## src/rtl/key_judge_player.sv

```systemverilog
// Judges player key presses against the LFSR target key and drives the score counter.
// Every output is registered so that correct_pulse is glitch-free when used as a clock.
module key_judge_player #(
   parameter int         LOCKOUT_CYCLES = 25_000_000,
   parameter logic [7:0] LFSR_SEED      = 8'hA5
) (
   input  logic       clk,
   input  logic       reset,
   input  logic [3:0] key_in,
   input  logic       game_ended,
   output logic [1:0] target_key,
   output logic       correct_pulse,
   output logic       wrong_pulse,
   output logic       counter_resetn,
   output logic       busy
);

   localparam int CW = (LOCKOUT_CYCLES > 1) ? $clog2(LOCKOUT_CYCLES) : 1;

   typedef enum logic [2:0] {S_INIT0, S_INIT1, S_WAIT, S_LOCK, S_DONE} state_t;

   state_t          state, state_nxt;
   logic [3:0]      sync1, sync2, prev;
   logic [3:0]      press_vec;
   logic [3:0]      target_onehot;
   logic            hit;
   logic [7:0]      lfsr, lfsr_nxt;
   logic [CW-1:0]   lock_cnt, lock_cnt_nxt;
   logic            lock_last;
   logic            correct_nxt, wrong_nxt, busy_nxt, resetn_nxt;

   assign press_vec     = sync2 & ~prev;
   assign target_onehot = 4'b0001 << target_key;
   assign hit           = (press_vec == target_onehot);
   assign lock_last     = (lock_cnt == CW'(LOCKOUT_CYCLES - 1));

   // State register, including the registered outputs and datapath.
   always_ff @(posedge clk) begin
      if (reset) begin
         state          <= S_INIT0;
         sync1          <= '0;
         sync2          <= '0;
         prev           <= '0;
         lfsr           <= LFSR_SEED;
         target_key     <= LFSR_SEED[1:0];
         lock_cnt       <= '0;
         correct_pulse  <= 1'b0;
         wrong_pulse    <= 1'b0;
         counter_resetn <= 1'b0;
         busy           <= 1'b0;
      end else begin
         state          <= state_nxt;
         sync1          <= key_in;
         sync2          <= sync1;
         prev           <= sync2;
         lfsr           <= lfsr_nxt;
         target_key     <= lfsr_nxt[1:0];
         lock_cnt       <= lock_cnt_nxt;
         correct_pulse  <= correct_nxt;
         wrong_pulse    <= wrong_nxt;
         counter_resetn <= resetn_nxt;
         busy           <= busy_nxt;
      end
   end

   always_comb begin
      state_nxt = state;
      case (state)
         S_INIT0: state_nxt = S_INIT1;
         S_INIT1: state_nxt = S_WAIT;
         S_WAIT: begin
            if (game_ended)
               state_nxt = S_DONE;
            else if ((press_vec != 4'b0000) && !hit)
               state_nxt = S_LOCK;
         end
         S_LOCK: begin
            if (game_ended)
               state_nxt = S_DONE;
            else if (lock_last)
               state_nxt = S_WAIT;
         end
         S_DONE:  state_nxt = S_DONE;
         default: state_nxt = S_INIT0;
      endcase
   end

   // The INIT1 pulse is what makes the counter sample its reset low and load its start value.
   always_comb begin
      correct_nxt  = 1'b0;
      wrong_nxt    = 1'b0;
      lfsr_nxt     = lfsr;
      lock_cnt_nxt = '0;
      case (state)
         S_INIT0: correct_nxt = 1'b1;
         S_WAIT: begin
            if (!game_ended && (press_vec != 4'b0000)) begin
               if (hit) begin
                  correct_nxt = 1'b1;
                  lfsr_nxt    = {lfsr[6:0], lfsr[7] ^ lfsr[5] ^ lfsr[4] ^ lfsr[3]};
               end else begin
                  wrong_nxt = 1'b1;
               end
            end
         end
         S_LOCK:  lock_cnt_nxt = lock_cnt + CW'(1);
         default: ;
      endcase
      busy_nxt   = (state_nxt == S_LOCK);
      resetn_nxt = (state_nxt != S_INIT0) && (state_nxt != S_INIT1);
   end

endmodule

```

## config.mk

```make
export PLATFORM = sky130hd
export DESIGN_NAME = key_judge_player
export DESIGN_NICKNAME = d
export VERILOG_FILES = /design/src/rtl/key_judge_player.sv
export SDC_FILE = /design/constraint.sdc
export NUM_CORES = 1
export LEC_CHECK = 0
export BUFFER_PORTS_ARGS = -buffer_cell sky130_fd_sc_hd__buf_4
export CORE_MARGIN = 5
export CORE_UTILIZATION = 40
export DETAILED_ROUTE_END_ITERATION = 12
export PLACE_DENSITY = 0.63
export SLEW_MARGIN = 20
export SYNTH_ARGS = -nofsm -noshare
export SYNTH_HDL_FRONTEND = slang
export SYNTH_SLANG_ARGS = --single-unit
```

## constraint.sdc

```tcl
create_clock -name clk -period 4.82 [get_ports clk]
set_clock_uncertainty 0.15 [all_clocks]
set_input_delay 0.723 -clock clk [delete_from_list [all_inputs] [get_ports clk]]
set_output_delay 0.723 -clock clk [all_outputs]
set_load 0.01 [all_outputs]
```

==> summary.md, run 1 <==
The tools report the clock root buffer as sky130_fd_sc_hd__clkbuf_8. No sink is reached through more buffers than the 2 on the longest clock path. During I/O placement, the number of pins put on the boundary was 13. In the post-route analysis, the smallest setup slack over all paths is 2640 ps. Adding up every negative setup slack in the final design gives 0 ps. For the number of endpoints with negative hold slack in the final report, the log shows 0. The tools report the startpoint of the worst setup timing path as lock_cnt[0].

The final period utilization was 0.452. The number of setup buffers added after CTS is 0. After detailed routing, the average wire length per cell comes to 10.9 um.

The quantity of hold-fixing buffers added after cts was 0. In the routed design, unresolved DRC markers number 0. The total overflow left after global routing is 0. Port buffering added 12 buffers. The tools report the cell area after placement as 2310 sq um.

The logs give 245 for the synthesized net count and 0 for the yosys synthesis warning count. Largest fanout on the critical path: 8. Setup repair after global routing left no endpoint under its margin. For the placement row count, the log shows 26.

The cell with the most instances after synthesis is sky130_fd_sc_hd__dfxtp_1. The area of the die was 7010 sq um. By startpoint and endpoint, the worst setup path is classified as reg2reg. The run gives 2410 um as the HPWL after detailed placement. The tools report the kind of end point of the critical path as a register. The average cell area after synthesis was 9.18 sq um; the number of vias in the routed layout was 1500. The fmax was 459 MHz; the required arrival time at the worst endpoint was 4880 ps.

The pin count of the biggest net entering global routing is 33. For the fraction of the yosys area taken by sequential cells, the log shows 0.478. Data arrival at the endpoint of the critical path: 2240 ps.

The worst register-to-register path begins at lock_cnt[0]. The area fraction of the dominant cell type after synthesis came out at 0.478. The analysis attributes to cell leakage a power of 0.000792 uW. The net count of the finished layout is 256.

For the setup slack at placement, the log shows 2450 ps. The number of synthesized register bits was 52; the power density over the cells was 338 nW/um^2. The die extent in x came out at 83.8 um. By count the netlist is led by sky130_fd_sc_hd__dfxtp_1 (52), sky130_fd_sc_hd__nor2_1 (45), sky130_fd_sc_hd__nor2b_1 (16).

The worst slew margin relative to its limit is 0.372, and the number of inserted diodes is 0. The via count of the first global-routing pass is 1384, and the number of antenna-violating nets in the routed design is 0. The clock reaches the later pin of the worst-skew pair after 290 ps.

The first-pass GRT wire length is 6090 um, and the initial antenna violation count is 0. The synthesized netlist contains 37 unique library cells. Clock tree synthesis inserted a total of 5 buffers. The global-route usage over all layers came out at 0.102. At the end of routability-driven placement, the weighted congestion stood at 0.750. The final cell area excluding filler cells came out at 2440 sq um.

After synthesis, the cell types taking the most area are sky130_fd_sc_hd__dfxtp_1 (48%), sky130_fd_sc_hd__nor2_1 (7.8%), sky130_fd_sc_hd__xnor2_1 (5.6%). Yosys mapped a number of flops with a built-in enable equal to 0. At the pin with the least slew margin, the transition time is 939 ps. The number of cells on the worst reg-to-reg path is 5.

In this run, the number of DRC markers left after iteration 0 of detailed routing was 55. For the number of slew-limit violations in the final report, the log shows 0. Before antenna repair, the detailed router went through 4 iterations. The growth of design area from synthesis to finish is 12.0%, and the final setup violation count is 0. The share of async-settable or async-resettable flops after synthesis is 0, and the clock-pin slew reported for the worst setup and hold paths after clock tree synthesis is 90 ps. The max capacitance violation total came out at 0. The worst hold path begins at sync1[0]. Wires add up to 3490 um. The number of H-tree levels is 2. The instance count along the most critical hold path came out at 1. From bottom edge to top edge, the die measures 83.8 um.

The fraction of layout instances using a drive strength above 1 is 0.116. The most common flop cell mapped by yosys was sky130_fd_sc_hd__dfxtp_1. TritonCTS built the clock tree. The run finished with clean final reports.

In this run, post-CTS repair resized a total of 0 instances. The effective utilization at floorplan is 0.418. Counting every sink on the clock net gives 52.

The via count normalized by instance count works out to 4.70. The floorplan step defined a core boundary enclosing 5200 sq um. The worst path needs 2180 ps of the cycle, external delays included.

The leading area contributor after synthesis is sky130_fd_sc_hd__dfxtp_1. Synthesis handed over a netlist of 237 instances. The worst vdd rail ir drop was 159 uV.

The startpoint type of the worst setup path was a register. The tools report the cell area after technology mapping as 2180 sq um. The class of the most critical hold timing path is reg2reg.
registers in the layout (all words and copies together) (netlist names):
name and flops:
lock_cnt 25, lfsr 8, prev 4, sync1 4, sync2 4, state 3, busy 1, correct_pulse 1
counter_resetn 1, wrong_pulse 1
stage by stage:
| step | power [uW] | std cells | hold slack [ps] | utilization |
|---|---|---|---|---|
| 4_1_cts | 836 | 319 | 299 | 0.468 |
| 6_report | 822 | 319 | 293 | 0.468 |
| 2_1_floorplan | 505 | 237 | 264 | - |
| 5_1_grt | 860 | 319 | 314 | 0.468 |
| 3_5_place_dp | 527 | 311 | 276 | 0.445 |
| 3_3_place_gp | 527 | 311 | 270 | 0.445 |
layer usage:
metal | routed length (um) | vias to the layer above | GRT usage
met2 | 1530 | 15 | 0.158
met4 | 15 | 0 | 0.0263
met1 | 1840 | 667 | 0.139
met3 | 112 | 2 | 0.0276
li1 | - | 816 | -
met5 | 0 | - | 0
cell families (layout without fill, tap and decap cells):
logic type,Yosys count,after routing,synth area share
DFF,52,52,0.478
buffers and inverters,15,27,0.0299
xor gates and xnor gates,25,25,0.101
adders and majority gates,1,1,0.00575
AOI/OAI and AO/OA,11,11,0.0437
muxes,8,8,0.0368
and+or+nand+nor,125,125,0.305
where the power goes:
group / switching (uW) / internal [uW] / leakage [uW]
logic: 31.2 / 29.1 / 0.000309
registers: 10.3 / 445 / 0.000422
clock network: 137 / 170 / 0.0000614
path summary, 6_finish.rpt:
| check | endpoint | slack [ps] |
|---|---|---|
| setup / recovery | lock_cnt[14] | 2640 |
| hold / removal | sync2[0] | 290 |
| setup reg to reg | lock_cnt[14] | 2640 |
| hold reg to reg | sync2[0] | 290 |
critical path: stages (launching register included):
cell,delay (ps)
sky130_fd_sc_hd__dfxtp_1,380
sky130_fd_sc_hd__ha_1,280
sky130_fd_sc_hd__inv_1,50
sky130_fd_sc_hd__or4_1,710
sky130_fd_sc_hd__or3_1,370
sky130_fd_sc_hd__a21oi_1,150
cell usage in the layout (no fill, tap or decap), types with 5 or more instances in the layout:
| cell type | instances |
|---|---|
| sky130_fd_sc_hd__buf_4 | 12 |
| sky130_fd_sc_hd__clkbuf_8 | 6 |
| sky130_fd_sc_hd__dfxtp_1 | 52 |
| sky130_fd_sc_hd__inv_1 | 7 |
| sky130_fd_sc_hd__mux2i_1 | 8 |
| sky130_fd_sc_hd__nand2_1 | 11 |
| sky130_fd_sc_hd__nand2b_1 | 7 |
| sky130_fd_sc_hd__nand3_1 | 13 |
| sky130_fd_sc_hd__nand4_1 | 7 |
| sky130_fd_sc_hd__nor2_1 | 45 |
| sky130_fd_sc_hd__nor2b_1 | 16 |
| sky130_fd_sc_hd__nor3_1 | 5 |
| sky130_fd_sc_hd__xnor2_1 | 14 |
| sky130_fd_sc_hd__xor2_1 | 11 |
area by class of cell:
type | instances | area, sq um
inverter | 7 | 26.3
clock buffer | 6 | 82.6
timing repair buffer | 12 | 90.1
fill | 508 | 2770
clock inverter | 2 | 38.8
sequential | 52 | 1040
tap | 70 | 87.6
multi-input combinational | 170 | 1070
Note: power is estimated with default switching activity, not from simulation.
==> run 2, diff against run 1 <==
--- a/config.mk
+++ b/config.mk
@@ -9,7 +9,7 @@
 export CORE_MARGIN = 5
 export CORE_UTILIZATION = 40
 export DETAILED_ROUTE_END_ITERATION = 12
-export PLACE_DENSITY = 0.63
+export PLACE_DENSITY = 0.65
 export SLEW_MARGIN = 20
 export SYNTH_ARGS = -nofsm -noshare
 export SYNTH_HDL_FRONTEND = slang
==> constraint.sdc (replaced) <==
create_clock -name clk -period 2 [get_ports clk]
set_clock_uncertainty 0.15 [all_clocks]
set_input_delay 0.3 -clock clk [delete_from_list [all_inputs] [get_ports clk]]
set_output_delay 0.3 -clock clk [all_outputs]
set_load 0.01 [all_outputs]
==> summary.md, run 2 (synthesis results as in run 1) <==
The run finished with clean final reports. The pin count of the biggest net entering global routing was 33 (unchanged). The area of the die was 7010 sq um (unchanged). The quantity of I/O buffers inserted on ports works out to 12 (unchanged).

Post-route DRC violation count: 0 (unchanged). The power density over the cells was 729 nW/um^2 (was 338 nW/um^2); the number of clock sinks seen by CTS was 52 (unchanged). The die span in y was 83.8 um (unchanged).

The cell with the largest stage delay on the worst path is sky130_fd_sc_hd__or4_1 (unchanged). The met2 track demand over resource in global routing came out at 0.179 (was 0.158). The most congested layer reported by global routing is met2 (unchanged). The internal reg-to-reg setup slack is 130 ps (was 2640 ps). The kind of cell adding the most delay to the critical path was simple AND/OR/NAND/NOR gates (unchanged). The class of the most critical hold timing path was in2reg (was reg2reg). The effective utilization at floorplan was 0.418 (unchanged); the largest stage delay on the critical path was 530 ps (was 710 ps). For the post-cts resize count, the log shows 0 (unchanged). The instance count along the most critical hold path was 2 (was 1). The path depth of the worst reg2reg path is 6 (was 5).

Worst min-delay path startpoint: key_in[1] (was sync1[0]). The logs give 0.736 (was 0.372) for the worst slew margin relative to its limit and 270 (was 256) for the final net count. The fmax is 536 MHz (was 459 MHz). The number of inserted diodes was 0 (unchanged); the number of antenna-violating nets in the routed design was 0 (unchanged). The run gives 0.144 (was 0.139) as the met1 global-route usage. The tools report the maximum clock path buffer count as 2 (unchanged).

The tools report the placeable core area as 5200 sq um (unchanged). The data arrival at the endpoint of the critical path is 1900 ps (was 2240 ps). The run gives 5 (unchanged) as the number of clock buffers inserted by TritonCTS. The length of the first detailed-routing pass in iterations is 4 (unchanged). The leakage power is 0.000853 uW (was 0.000792 uW). Top library cells by usage in the layout, fill and taps aside: sky130_fd_sc_hd__dfxtp_1 (52), sky130_fd_sc_hd__nor2_1 (45), sky130_fd_sc_hd__buf_4 (26) (was sky130_fd_sc_hd__dfxtp_1 (52), sky130_fd_sc_hd__nor2_1 (45), sky130_fd_sc_hd__nor2b_1 (16)).

The number of buffers and inverters on the critical path was 1 (unchanged); the final period utilization was 0.933 (was 0.452). The die extent in x is 83.8 um (unchanged), and the global placement routability congestion is 0.805 (was 0.750). The remaining global-route overflow is 0 (unchanged). The worst hold endpoint is sync1[1] (was sync2[0]). The number of slew-limit violations in the final report was 0 (unchanged); the top-level port count was 13 (unchanged). The total power was 1840 uW (was 822 uW); the via count of the first global-routing pass was 1529 (was 1384). The transition at the pin with the smallest max-transition slack works out to 395 ps (was 939 ps).

The first-pass GRT wire length was 6570 um (was 6090 um). Largest registers in the final layout: lock_cnt x25, lfsr x8 (unchanged). The clock-pin slew reported for the worst setup and hold paths after clock tree synthesis was 100 ps (was 90 ps). The most common library cell in the layout ignoring fill and taps is sky130_fd_sc_hd__dfxtp_1 (unchanged). The number of endpoints with negative hold slack in the final report is 0 (unchanged), and the growth of design area from synthesis to finish is 15.7% (was 12.0%).

The max capacitance violation total was 0 (unchanged). The largest fanout on the critical path is 4 (was 8), and the initial detailed-routing violation count is 103 (was 55). The utilization after layout is 0.484 (was 0.468), and the number of H-tree levels is 2 (unchanged).

The startpoint type of the worst setup path was a register (unchanged). The HPWL after detailed placement is 2650 um (was 2410 um). Setup total negative slack: 0 ps (unchanged). Via count normalized by instance count: 4.77 (was 4.70). For the total routed wirelength, the log shows 3670 um (was 3490 um). The run gives 250 uV (was 159 uV) as the worst vdd rail ir drop. The met3 demand-to-capacity share in global routing is 0.0257 (was 0.0276).

The post-CTS setup repair buffer count was 0 (unchanged). The type of the setup path with the least slack was reg2reg (unchanged). For the placement row count, the log shows 26 (unchanged). Crit-path cells: ha_1 -> buf_4 -> nand2_1 -> or4_1 -> a22oi_1 -> a211oi_1 (was ha_1 -> inv_1 -> or4_1 -> or3_1 -> a21oi_1). For the quantity of hold-fixing buffers added after cts, the log shows 0 (unchanged). The tools report the global-route usage over all layers as 0.111 (was 0.102).

The number of flip-flops in the largest register is 25 (unchanged), and the fraction of layout instances using a drive strength above 1 is 0.171 (was 0.116). TritonCTS built the clock tree. The later-pin clock latency in the skew report is 300 ps (was 290 ps). The capturing point of the worst reg2reg path was state[0] (was lock_cnt[14]). The tools report the final setup violation count as 0 (unchanged). The tools report the kind of end point of the critical path as a register (unchanged). The run gives 2040 ps (was 4880 ps) as the required arrival time at the worst endpoint. The register with the highest flop count is lock_cnt (unchanged). Source of the worst register-to-register timing path: lock_cnt[1] (was lock_cnt[0]). The run gives 1590 (was 1500) as the number of vias in the routed layout. The tools report the clock root buffer as sky130_fd_sc_hd__clkbuf_8 (unchanged). The per-cell routed wire length is 11.0 um (was 10.9 um), and the minimum period implied by the final worst setup slack is 1870 ps (was 2180 ps). Setup repair after global routing left no endpoint under its margin. For the initial antenna violation count, the log shows 0 (unchanged).
-- run 2: through the flow --
stage | hold slack (ps) | instances | cell area (sq um) | setup WS [ps]
2_1_floorplan | 264 | 237 | 2180 | 76.6
3_3_place_gp | 266 | 325 | 2420 | 89.2
3_5_place_dp | 277 | 325 | 2420 | 17.9
4_1_cts | 57.6 | 333 | 2510 | 11.2
5_1_grt | 64.0 | 333 | 2520 | 2.91
6_report | 63.3 | 333 | 2520 | 135
-- run 2: worst max-delay path by stage --
stage | startpoint | end | slack [ps] | cells after the start
2_1_floorplan | lock_cnt[0] | lock_cnt[14] | 80 | 6
3_3_place_gp | lock_cnt[1] | lock_cnt[14] | 90 | 5
3_5_place_dp | lock_cnt[6] | state[0] | 20 | 5
4_1_cts | lock_cnt[6] | state[0] | 10 | 5
5_1_grt | sync2[3] | lfsr[5] | 3 | 5
6_report | lock_cnt[1] | state[0] | 130 | 6
-- run 2: final cells by class --
class,instances,area (sq um)
clock buffers,5,68.8
inverters,7,26.3
multi-input cells,170,1080
clock inverters,3,18.8
repair buffers,26,195
well taps,70,87.6
fillers,516,2690
flip-flops and latches,52,1040
-- run 2: routing by layer --
layer / vias to the layer above / wire, um / share of wire
met5: - / 0 / 0
met4: 0 / 57 / 0.016
met3: 5 / 110 / 0.030
met2: 16 / 1690 / 0.46
met1: 726 / 1820 / 0.49
li1: 843 / - / -
-- run 2: power breakdown --
group          internal (uW)  switching [uW]
Combinational           80.8            84.7
Sequential              1070            18.7
Clock                    244             335
==> run 3, diff against run 2 <==
--- a/config.mk
+++ b/config.mk
@@ -5,8 +5,8 @@
 export SDC_FILE = /design/constraint.sdc
 export NUM_CORES = 1
 export LEC_CHECK = 0
-export BUFFER_PORTS_ARGS = -buffer_cell sky130_fd_sc_hd__buf_4
-export CORE_MARGIN = 5
+export BUFFER_PORTS_ARGS = -buffer_cell sky130_fd_sc_hd__buf_2
+export CORE_MARGIN = 8
 export CORE_UTILIZATION = 40
 export DETAILED_ROUTE_END_ITERATION = 12
 export PLACE_DENSITY = 0.65
==> constraint.sdc (replaced) <==
create_clock -name clk -period 1.6 [get_ports clk]
set_clock_uncertainty 0.15 [all_clocks]
set_input_delay 0.24 -clock clk [delete_from_list [all_inputs] [get_ports clk]]
set_output_delay 0.24 -clock clk [all_outputs]
set_load 0.01 [all_outputs]
==> summary.md, run 3 (synthesis results as in run 1) <==
The global placement routability congestion was 0.775 (was 0.805). The final setup violation count was 24 (was 0). The length of the first detailed-routing pass in iterations is 4 (unchanged), and the minimum period implied by the final worst setup slack is 1790 ps (was 1870 ps). Setup repair after global routing could not meet its margin everywhere. For the cell area after placement, the log shows 2700 sq um (was 2420 sq um). The class of the most critical hold timing path is in2reg (unchanged). Initial antenna violation count: 0 (unchanged). The number of slew-limit violations in the final report was 0 (unchanged). The final reports fail on setup timing.

The die extent in x is 89.8 um (was 83.8 um). The total power was 2400 uW (was 1840 uW); the post-route DRC violation count was 0 (unchanged). Cell with the largest stage delay on the worst path: sky130_fd_sc_hd__or4_4 (was sky130_fd_sc_hd__or4_1). The share of total power consumed by net switching is 0.253 (was 0.239).

For the number of clock sinks seen by CTS, the log shows 52 (unchanged). Type of the setup path with the least slack: reg2reg (unchanged). The number of antenna-violating nets in the routed design is 0 (unchanged), and the data arrival at the endpoint of the critical path is 1890 ps (was 1900 ps). For the worst vdd rail ir drop, the log shows 571 uV (was 250 uV). The HPWL after detailed placement was 3040 um (was 2650 um); the worst slew margin relative to its limit was 0.796 (was 0.736).

Quantity of I/O buffers inserted on ports: 12 (unchanged). For the placeable core area, the log shows 5370 sq um (was 5200 sq um). Startpoint type of the worst setup path: a register (unchanged). The later-pin clock latency in the skew report was 310 ps (was 300 ps); the power share of the sequential group was 0.570 (was 0.594).

The growth of design area from synthesis to finish was 36.5% (was 15.7%). The clock-pin slew reported for the worst setup and hold paths after clock tree synthesis came out at 100 ps (about the same). The final cell area excluding filler cells was 2970 sq um (was 2520 sq um); the placement row count was 27 (was 26).

The via count of the first global-routing pass is 1698 (was 1529). The run gives 0 (unchanged) as the max capacitance violation total. The minimum hold slack came out at 44.5 ps (was 63.3 ps). The required arrival time at the worst endpoint is 1700 ps (was 2040 ps). Most common library cell in the layout ignoring fill and taps: sky130_fd_sc_hd__buf_4 (was sky130_fd_sc_hd__dfxtp_1).

For the pin count of the biggest net entering global routing, the log shows 26 (was 33). The tools report the effective utilization at floorplan as 0.405 (was 0.418). The remaining global-route overflow was 0 (unchanged); the maximum clock path buffer count was 2 (unchanged). The run finished, with violations left. The run gives 94 (was 103) as the initial detailed-routing violation count.

The die span in y is 89.8 um (was 83.8 um). The clock root buffer was sky130_fd_sc_hd__clkbuf_8 (unchanged). The utilization after layout was 0.553 (was 0.484). The kind of end point of the critical path was a register (unchanged).

The number of flip-flops in the largest register was 25 (unchanged); the fraction of power consumed by the clock network was 0.319 (was 0.316). The largest fanout on the critical path was 8 (was 4). The run gives 463 (was 516) as the number of fill cells in the layout. Register with the highest flop count: lock_cnt (unchanged). TritonCTS built the clock tree. The reported net switching power is 608 uW (was 438 uW).

The global-route usage over all layers was 0.113 (was 0.111). The cell-internal power was 1800 uW (was 1400 uW). Final period utilization: 1.12 (was 0.933). The tools report the leakage power as 0.00111 uW (was 0.000853 uW).

The tools report the internal reg-to-reg setup slack as -190 ps (was 130 ps). The run gives 311 (was 270) as the final net count. The total routed wirelength was 4390 um (was 3670 um). Crit-path cells: ha_4 -> inv_2 -> or4_4 -> or3_1 -> a21oi_1 (was ha_1 -> buf_4 -> nand2_1 -> or4_1 -> a22oi_1 -> a211oi_1). For the number of inserted diodes, the log shows 0 (unchanged). Power density over the cells: 809 nW/um^2 (was 729 nW/um^2). The number of H-tree levels came out at 2 (unchanged).

Kind of cell adding the most delay to the critical path: simple AND/OR/NAND/NOR gates (unchanged). The logs give 1771 (was 1590) for the number of vias in the routed layout and 8060 sq um (was 7010 sq um) for the area of the die. Top library cells by usage in the layout, fill and taps aside: sky130_fd_sc_hd__buf_4 (49), sky130_fd_sc_hd__nor2_1 (45), sky130_fd_sc_hd__dfxtp_1 (36) (was sky130_fd_sc_hd__dfxtp_1 (52), sky130_fd_sc_hd__nor2_1 (45), sky130_fd_sc_hd__buf_4 (26)).

The number of buffers and inverters on the critical path is 1 (unchanged), and the per-cell routed wire length is 11.7 um (was 11.0 um). The number of clock buffers inserted by TritonCTS was 5 (unchanged); the transition at the pin with the smallest max-transition slack was 306 ps (was 395 ps). The fraction of layout instances using a drive strength above 1 works out to 0.375 (was 0.171). Worst-case setup margin in the final layout: -195 ps (was 135 ps).

The logs give 0.111 (was 0.090) for the share of total power in combinational logic and 557 MHz (was 536 MHz) for the fmax. The setup total negative slack was -1770 ps (was 0 ps). The via count normalized by instance count was 4.71 (was 4.77); the largest stage delay on the critical path was 600 ps (was 530 ps). The first-pass GRT wire length came out at 7660 um (was 6570 um). The number of endpoints with negative hold slack in the final report was 0 (unchanged). Largest registers in the final layout: lock_cnt x25, lfsr x8 (unchanged). The top-level port count was 13 (unchanged).
## run 3: changes by cell type in the layout (fill, tap and decap cells not counted), moves of 2 or more
| cell | delta |
|---|---|
| sky130_fd_sc_hd__nand3_2 | +3 |
| sky130_fd_sc_hd__nor3_4 | +2 |
| sky130_fd_sc_hd__nand3_1 | -3 |
| sky130_fd_sc_hd__dfxtp_2 | +15 |
| sky130_fd_sc_hd__buf_2 | +12 |
| sky130_fd_sc_hd__buf_4 | +23 |
| sky130_fd_sc_hd__dlygate4sd3_1 | +4 |
| sky130_fd_sc_hd__dfxtp_1 | -16 |
## run 3: timing repair
item | 4_1_cts | 5_1_grt
cloned | 0 | 0
hold buffers | 4 | 0
resized for setup | 10 | 15
endpoints found under the hold margin | 4 | 0
pin swaps | 3 | 16
setup endpoints to repair | 22 | 26
buffers inserted | 3 | 3
## run 3: power by group through the flow
stage          clock network, uW  logic (uW)  registers (uW)
2_1_floorplan                  0         122            1410
3_3_place_gp                   0         239            1400
3_5_place_dp                   0         242            1400
4_1_cts                      794         256            1370
5_1_grt                      860         292            1380
6_report                     766         266            1370
## run 3: worst paths after layout
path,from,to,depth (start not counted)
max,lock_cnt[1],lock_cnt[14],5
min,reset,state[0],2
max reg2reg,lock_cnt[1],lock_cnt[14],5
min reg2reg,sync1[0],sync2[0],1
## run 3: final cells by class
type	count	area [sq um]	share of cell area
Clock buffer	5	68.8	0.0232
Clock inverter	3	21.3	0.00716
Inverter	7	26.3	0.00885
Multi-Input combinational cell	170	1200	0.404
Sequential cell	52	1060	0.358
Tap cell	72	90.1	0.0303
Timing Repair Buffer	67	499	0.168
## run 3: through the flow
step	std cells	setup WS (ps)
CTS	373	-195
finish	376	-195
floorplan	237	-186
detailed placement	358	-179
global route	376	-245
global placement	358	-139
## run 3: metal layers
metal	part of all wire	wire length (um)	vias up	track usage
li1	-	-	924	-
met1	0.47	2050	823	0.131
met2	0.48	2110	17	0.189
met3	0.036	159	7	0.0357
met4	0.017	75	0	0.0465
met5	0	0	-	0
